<file path="src/rtl/alu_nibble_seq_pkg.sv">
// Shared constants for the nibble-serial alu4 sequencer.
package alu_nibble_seq_pkg;

  localparam int NIBBLE_W = 4;

  localparam logic [1:0] ST_IDLE = 2'd0;
  localparam logic [1:0] ST_RUN  = 2'd1;
  localparam logic [1:0] ST_DONE = 2'd2;

endpackage

</file>
<file path="src/rtl/alu_nibble_seq.sv">
// Runs a W-bit operation through an external 4-bit alu4 slice one nibble per clock,
// LSB nibble first, rippling Kout back in as Kin.
module alu_nibble_seq
  import alu_nibble_seq_pkg::*;
#(
  parameter int NIBBLES = 4,
  localparam int W = NIBBLE_W * NIBBLES
) (
  input  logic                clk,
  input  logic                rst_n,
  input  logic                start,
  input  logic [1:0]          op_m,
  input  logic                op_ai,
  input  logic                op_bi,
  input  logic                carry_in,
  input  logic [W-1:0]        a,
  input  logic [W-1:0]        b,
  output logic                busy,
  output logic                done,
  output logic [W-1:0]        result,
  output logic                carry_out,
  output logic                zero,
  output logic [1:0]          alu_m,
  output logic                alu_ai,
  output logic                alu_bi,
  output logic [NIBBLE_W-1:0] alu_a,
  output logic [NIBBLE_W-1:0] alu_b,
  output logic                alu_kin,
  input  logic [NIBBLE_W-1:0] alu_out,
  input  logic                alu_kout
);

  localparam int IDX_W = (NIBBLES > 1) ? $clog2(NIBBLES) : 1;
  localparam logic [IDX_W-1:0] LAST_IDX = IDX_W'(NIBBLES - 1);

  logic [1:0]       state;
  logic [IDX_W-1:0] idx;
  logic [W-1:0]     a_sh;
  logic [W-1:0]     b_sh;
  logic [W-1:0]     acc;
  logic [W-1:0]     acc_next;
  logic [1:0]       m_lat;
  logic             ai_lat;
  logic             bi_lat;
  // Holds carry_in before nibble 0, then the registered Kout of the previous nibble.
  logic             kin_lat;
  logic [W-1:0]     result_lat;
  logic             carry_lat;
  logic             zero_lat;

  always_comb begin
    acc_next = acc;
    acc_next[int'(idx) * NIBBLE_W +: NIBBLE_W] = alu_out;
  end

  always_ff @(posedge clk or negedge rst_n) begin
    if (!rst_n) begin
      state      <= ST_IDLE;
      idx        <= '0;
      a_sh       <= '0;
      b_sh       <= '0;
      acc        <= '0;
      m_lat      <= '0;
      ai_lat     <= 1'b0;
      bi_lat     <= 1'b0;
      kin_lat    <= 1'b0;
      result_lat <= '0;
      carry_lat  <= 1'b0;
      zero_lat   <= 1'b0;
    end else begin
      case (state)
        ST_IDLE: begin
          if (start) begin
            a_sh    <= a;
            b_sh    <= b;
            m_lat   <= op_m;
            ai_lat  <= op_ai;
            bi_lat  <= op_bi;
            kin_lat <= carry_in;
            acc     <= '0;
            idx     <= '0;
            state   <= ST_RUN;
          end
        end
        ST_RUN: begin
          acc     <= acc_next;
          a_sh    <= a_sh >> NIBBLE_W;
          b_sh    <= b_sh >> NIBBLE_W;
          kin_lat <= alu_kout;
          idx     <= idx + 1'b1;
          if (idx == LAST_IDX) begin
            result_lat <= acc_next;
            carry_lat  <= alu_kout;
            zero_lat   <= (acc_next == '0);
            state      <= ST_DONE;
          end
        end
        ST_DONE: begin
          kin_lat <= 1'b0;
          state   <= ST_IDLE;
        end
        default: state <= ST_IDLE;
      endcase
    end
  end

  assign busy      = (state != ST_IDLE);
  assign done      = (state == ST_DONE);
  assign result    = result_lat;
  assign carry_out = carry_lat;
  assign zero      = zero_lat;

  assign alu_m   = m_lat;
  assign alu_ai  = ai_lat;
  assign alu_bi  = bi_lat;
  assign alu_a   = (state == ST_RUN) ? a_sh[NIBBLE_W-1:0] : '0;
  assign alu_b   = (state == ST_RUN) ? b_sh[NIBBLE_W-1:0] : '0;
  assign alu_kin = (state == ST_RUN) ? kin_lat : 1'b0;

endmodule
</file>
<file path="config.mk">
export PLATFORM = sky130hd
export DESIGN_NAME = alu_nibble_seq
export DESIGN_NICKNAME = d
export VERILOG_FILES = /design/src/rtl/alu_nibble_seq_pkg.sv /design/src/rtl/alu_nibble_seq.sv
export SDC_FILE = /design/constraint.sdc
export NUM_CORES = 1
export LEC_CHECK = 0
export CORE_UTILIZATION = 30
export CTS_CLUSTER_DIAMETER = 150
export DETAILED_ROUTE_END_ITERATION = 6
export GPL_ROUTABILITY_DRIVEN = 1
export GPL_TIMING_DRIVEN = 0
export PLACE_DENSITY = 0.57
export SLEW_MARGIN = 5
export SYNTH_ARGS = -nofsm -noshare
export SYNTH_HDL_FRONTEND = slang
export SYNTH_SLANG_ARGS = --single-unit
</file>
<file path="constraint.sdc">
create_clock -name clk -period 3.05 [get_ports clk]
set_input_delay 0.61 -clock clk [delete_from_list [all_inputs] [get_ports clk]]
set_output_delay 0.61 -clock clk [all_outputs]
set_load 0.005 [all_outputs]
</file>
Yosys cells after proc, flatten, opt, wreduce, memory -nomap -nowiden
Cells that the tools add are included.

Word-level logic and storage cells: 48. Output and inout port bits: 33. Register bits: 75.

Reduce and logical (&&, ||, !) cells: 10. Add/subtract/negate cells: 2. Muxes and demuxes: 17. Shift operators: 2. Eq/ne operators: 5.

Operators with widths (number): $pmux 16 s2 (3); $mux 16 (3); $neg 4->33 (1); $shift 4x33->16 const A (1); $shiftx 4x33->16 (1); $bwmux 16 (1); $logic_not 16->1 (1); $reduce_and 2->1 (5); $mux 4 (2); $pmux 2 s2 (2); $mux 2 (3); $eq 2x2->1 const B (2); $ne 2x2->1 const B (2); $reduce_bool 2->1 (2); $pmux 1 s3 (1); $reduce_bool 3->1 (1); $add 2x1->2 const B (1); $eq 2x1->1 const B (1); $logic_not 2->1 (1); $mux 1 (2).

Logic depth before layout (Yosys ltp)
Depth after elaboration: 4. Gate-level depth with buffers: 8. Depth with buffers taken out: 7.

Least setup slack after synthesis
OpenSTA, ideal clock, no wires.

Path type: reg-to-reg. From: register idx[0]. To: register zero_lat, in the netlist zero. Path buffers: 0. Setup time: 0.142 ns. Slack: 1.122 ns. Data required time: 2.908 ns. Stages on the path, launching flop included: 8. Arrival: 1.787 ns. Period minus slack after synthesis: 1.928 ns. Cell sequence: dfrtp_1 > inv_1 > ha_1 > nor3b_1 > a31oi_1 > and4_1 > nand4_1 > o32ai_2.

Cells in the longest elaborated chain, start to end: 4.

Ends and longest elaborated chain: start, declared (RTL line alu_nibble_seq.sv:37) `logic [IDX_W-1:0] idx;`; start signal, assigned (RTL line alu_nibble_seq.sv:90) `idx <= idx + 1'b1;`; $neg 4->33 (RTL line alu_nibble_seq.sv:53) `acc_next[int'(idx) * NIBBLE_W +: NIBBLE_W] = alu_out;`; $shiftx 4x33->16 / $shift 4x33->16 (equally long branches) (RTL line alu_nibble_seq.sv:53); $bwmux 16 (RTL line alu_nibble_seq.sv:53); $logic_not 16->1 (RTL line alu_nibble_seq.sv:94) `zero_lat <= (acc_next == '0);`; end signal, assigned (RTL line alu_nibble_seq.sv:94); end, declared (RTL line alu_nibble_seq.sv:49) `logic zero_lat;`.

Parallel ways exist; a longest one is shown, timed or not. A chain may end at the register's enable or synchronous reset.

Final worst setup path
From: register state[0]. To: output busy.

Cells in the longest elaborated chain, start to end: 1.

Ends and longest elaborated chain: start, declared (RTL line alu_nibble_seq.sv:36) `logic [1:0] state;`; start signal, assigned (RTL line alu_nibble_seq.sv:58) `state <= ST_IDLE;`; start signal, assigned (RTL line alu_nibble_seq.sv:82) `state <= ST_RUN;`; start signal, assigned (RTL line alu_nibble_seq.sv:95) `state <= ST_DONE;`; $reduce_bool 2->1 (RTL line alu_nibble_seq.sv:107) `assign busy = (state != ST_IDLE);`; end, declared (RTL line alu_nibble_seq.sv:18) `output logic busy,`.

Every way passes these cells.

==> run summary <==
Root Buffer - clkbuf_16
cell taking the most area after synthesis - dfrtp_1
Post-DRT Antenna Nets - 0
global-route wire length before repair - 14.88 mm
largest net degree at the start of global routing - 46
TritonCTS Buffers - 9
# IOs - 78
Final TNS setup - 0 ps
maximum clock rate - 366.8 MHz
Pwr Density - 1039 nW/um^2
synthesized flop and latch total - 75
cells on worst reg2reg path - 7
post-synth cell types - 33
Power Total - 5.013 mW
Main synth FF type - dfrtp_1
WL/cell - 14.96 um
Starting Density - 0.3099
final WL - 8.873 mm
top cell type's share of synthesized area - 0.5282
Syn Inst Count - 357
CP Launch Type - register
Slew headroom - 0.5659
CP top delay family - buffers and inverters
register area share after synthesis - 0.5282
Port Buf Inserts - 77
die width - 110.8 um
fin. max-slew vios - 0
vias in the first global route - 2913
Final period util - 0.8939
fin nets - 499
Req. time, crit path - 2440 ps
Post-Synth Simple-Gate Area - 0.1637
die height - 110.8 um
CTS Sinks - 75
post-synthesis cell area - 3553 um^2
final setup vio count - 0
crit path DAT - 2120 ps
Worst R2R Start - idx[0]$_DFFE_PN0P_
clock slew at reported path FFs - 60 ps
CP bufs+invs - 4
initial antenna violation count - 0
number of flops mapped to enable cells by yosys - 0
GR Util All Layers - 0.1525
post-synthesis mux area share - 0.08627
status - finished, final reports clean
die area - 12280 um^2
cts hold-fix bufs - 0
Rows - 39
post_cts resized - 0
CTS tree - built
crit-path most repeated cell - inv_1
DRT Pass-1 Iters - 4
Avg Cell Area, Syn - 9.954 um^2
Worst setup EP type - output pin
Compound-Gate Fraction of Synth Area - 0.1595
RSZ-0062 raised after global routing - false
Area contributors post-synth - dfrtp_1 (53%), mux2i_1 (7.0%), o21ai_0 (6.6%), nand2_1 (5.1%), a21oi_1 (4.4%)
WS Path Type - reg2out
Synth Area in XOR/XNOR - 0
post-CTS setup buffers - 0
DP Area - 4528 um^2
CP max stage cell - clkdlybuf4s50_1
CP max stage delay - 610 ps
min Tclk post-route - 2726 ps
n_diodes - 0
LEAKAGE - 2.087 nW
layout cells sized above 1 - 0.07333
endpoints failing hold - 0
design area - 4826 um^2
Vias/cell - 4.847
Vias - 2874
clock buffer depth - 2
crit path from - state[0]$_DFFE_PN0P_
area grow syn2layout - 35.81%
detailed placement HPWL - 6.454 mm
initial DRC count - 188
DRC Markers - 0
crit path max fanout - 10
critical-path cell list - inv_1, ha_1, inv_1, clkbuf_1, clkdlybuf4s50_1
post-synthesis adder-cell area fraction - 0.03169
GRT overflow - 0
clock latency at the later pin of the worst-skew pair - 340 ps
largest family of logic cells by synthesized area - simple AND/OR/NAND/NOR gates
htree depth - 3
skew final - 6.885 ps
Core Area - 11470 um^2
Synth Net Count - 411
Slew @ Worst Pin - 648.8 ps
WP depth - 5
synth warn - 0
maxcap violations - 0
worst vdd ir - 0.0003969 V
GPL Wtd Cong - 0.7473
Hold Path Class - in2async
ys async rst share - 1.000
cell usage in the layout, fill, tap and decap left out, drive strengths merged, types with 9 or more instances in the layout:
cell type	n
ha	9
a31oi	12
a21oi	31
mux2i	25
nor2b	15
nand2	48
nor2	21
dfrtp	75
and2	10
o21ai	47
clkdlybuf4s50	76
clkbuf	24
power breakdown:
part,internal [mW],leakage [nW],total (mW),switching (mW)
logic,1.08,1.00,2.29,1.21
clock network,0.639,0.142,1.08,0.438
registers,1.42,0.944,1.65,0.228
area by class of cell:
| type | count | area, um^2 |
|---|---|---|
| clock inverter | 7 | 76.32 |
| timing repair buffer | 78 | 795.8 |
| inverter | 6 | 22.52 |
| clock buffer | 9 | 225.2 |
| buffer | 19 | 82.58 |
| fill | 1108 | 6641 |
| sequential | 75 | 1877 |
| multi-input combinational | 256 | 1568 |
| tap | 143 | 178.9 |
worst register-to-register path, stage by stage, from the launching register on:
cell,delay [ps]
dfrtp_1,530
inv_1,140
ha_1,390
nor3b_1,500
a31oi_1,240
and4_1,230
nand4_1,130
o32ai_2,90
final timing paths:
path                                       end  slack [ps]
min                        b_sh[5]$_DFFE_PN0P_         210
min reg2reg                acc[14]$_DFFE_PN0P_         470
max reg2reg                   zero$_DFFE_PN0P_         660
max                                       busy         320
max in group asynchronous   acc[6]$_DFFE_PN0P_        2270
min in group clk           acc[14]$_DFFE_PN0P_         470
synth_stat cells (2+ instances only):
cell type / count
nor2b_1: 15
a21oi_1: 31
nand2_1: 48
buf_2: 3
and2b_2: 2
ha_1: 9
mux2_2: 5
and2_1: 10
and3_1: 8
nor2_1: 21
nand2b_1: 3
mux2i_1: 25
clkbuf_1: 16
a31oi_1: 12
a22o_1: 3
o21ai_0: 47
dfrtp_1: 75
nand4_1: 2
nor3b_1: 3
inv_1: 6
metal layers:
metal  global-route usage  up-vias  wire length, um  part of all wire
li1                     -     1420                -                 -
met5                    0        -                0                 0
met2               0.2319       56             4041              0.46
met3              0.03445       10              322             0.036
met4              0.06222        0              147             0.017
met1               0.2095     1388             4362              0.49
per-stage QoR:
| stage | setup WS (ps) | hold WS [ps] | util | cells |
|---|---|---|---|---|
| after floorplan | 1122 | 314.4 | - | 357 |
| after global placement | -1369 | 452.8 | 0.3927 | 577 |
| after detailed placement | 306.5 | 463.4 | 0.3949 | 578 |
| after CTS | 303.1 | 221.2 | 0.4208 | 593 |
| after global routing | 195.5 | 239.0 | 0.4208 | 593 |
| final | 323.5 | 208.3 | 0.4208 | 593 |
cell families after synthesis:
| family | count (synthesis) |
|---|---|
| flip-flops | 75 |
| adder cells (fa/ha/maj) | 9 |
| multiplexers | 30 |
| AND/OR/NAND/NOR | 117 |
| buffers and inverters | 26 |
| AO/OA/AOI/OAI | 100 |
sequential cells by signal, indices dropped and copies added, names as in the netlist:
| name | cells |
|---|---|
| a_sh | 16 |
| acc | 16 |
| b_sh | 16 |
| result | 16 |
| alu_m | 2 |
| idx | 2 |
| state | 2 |
| alu_ai | 1 |
| alu_bi | 1 |
| carry_out | 1 |
| kin_lat | 1 |
| zero | 1 |
(Power assumes the default switching activity.)
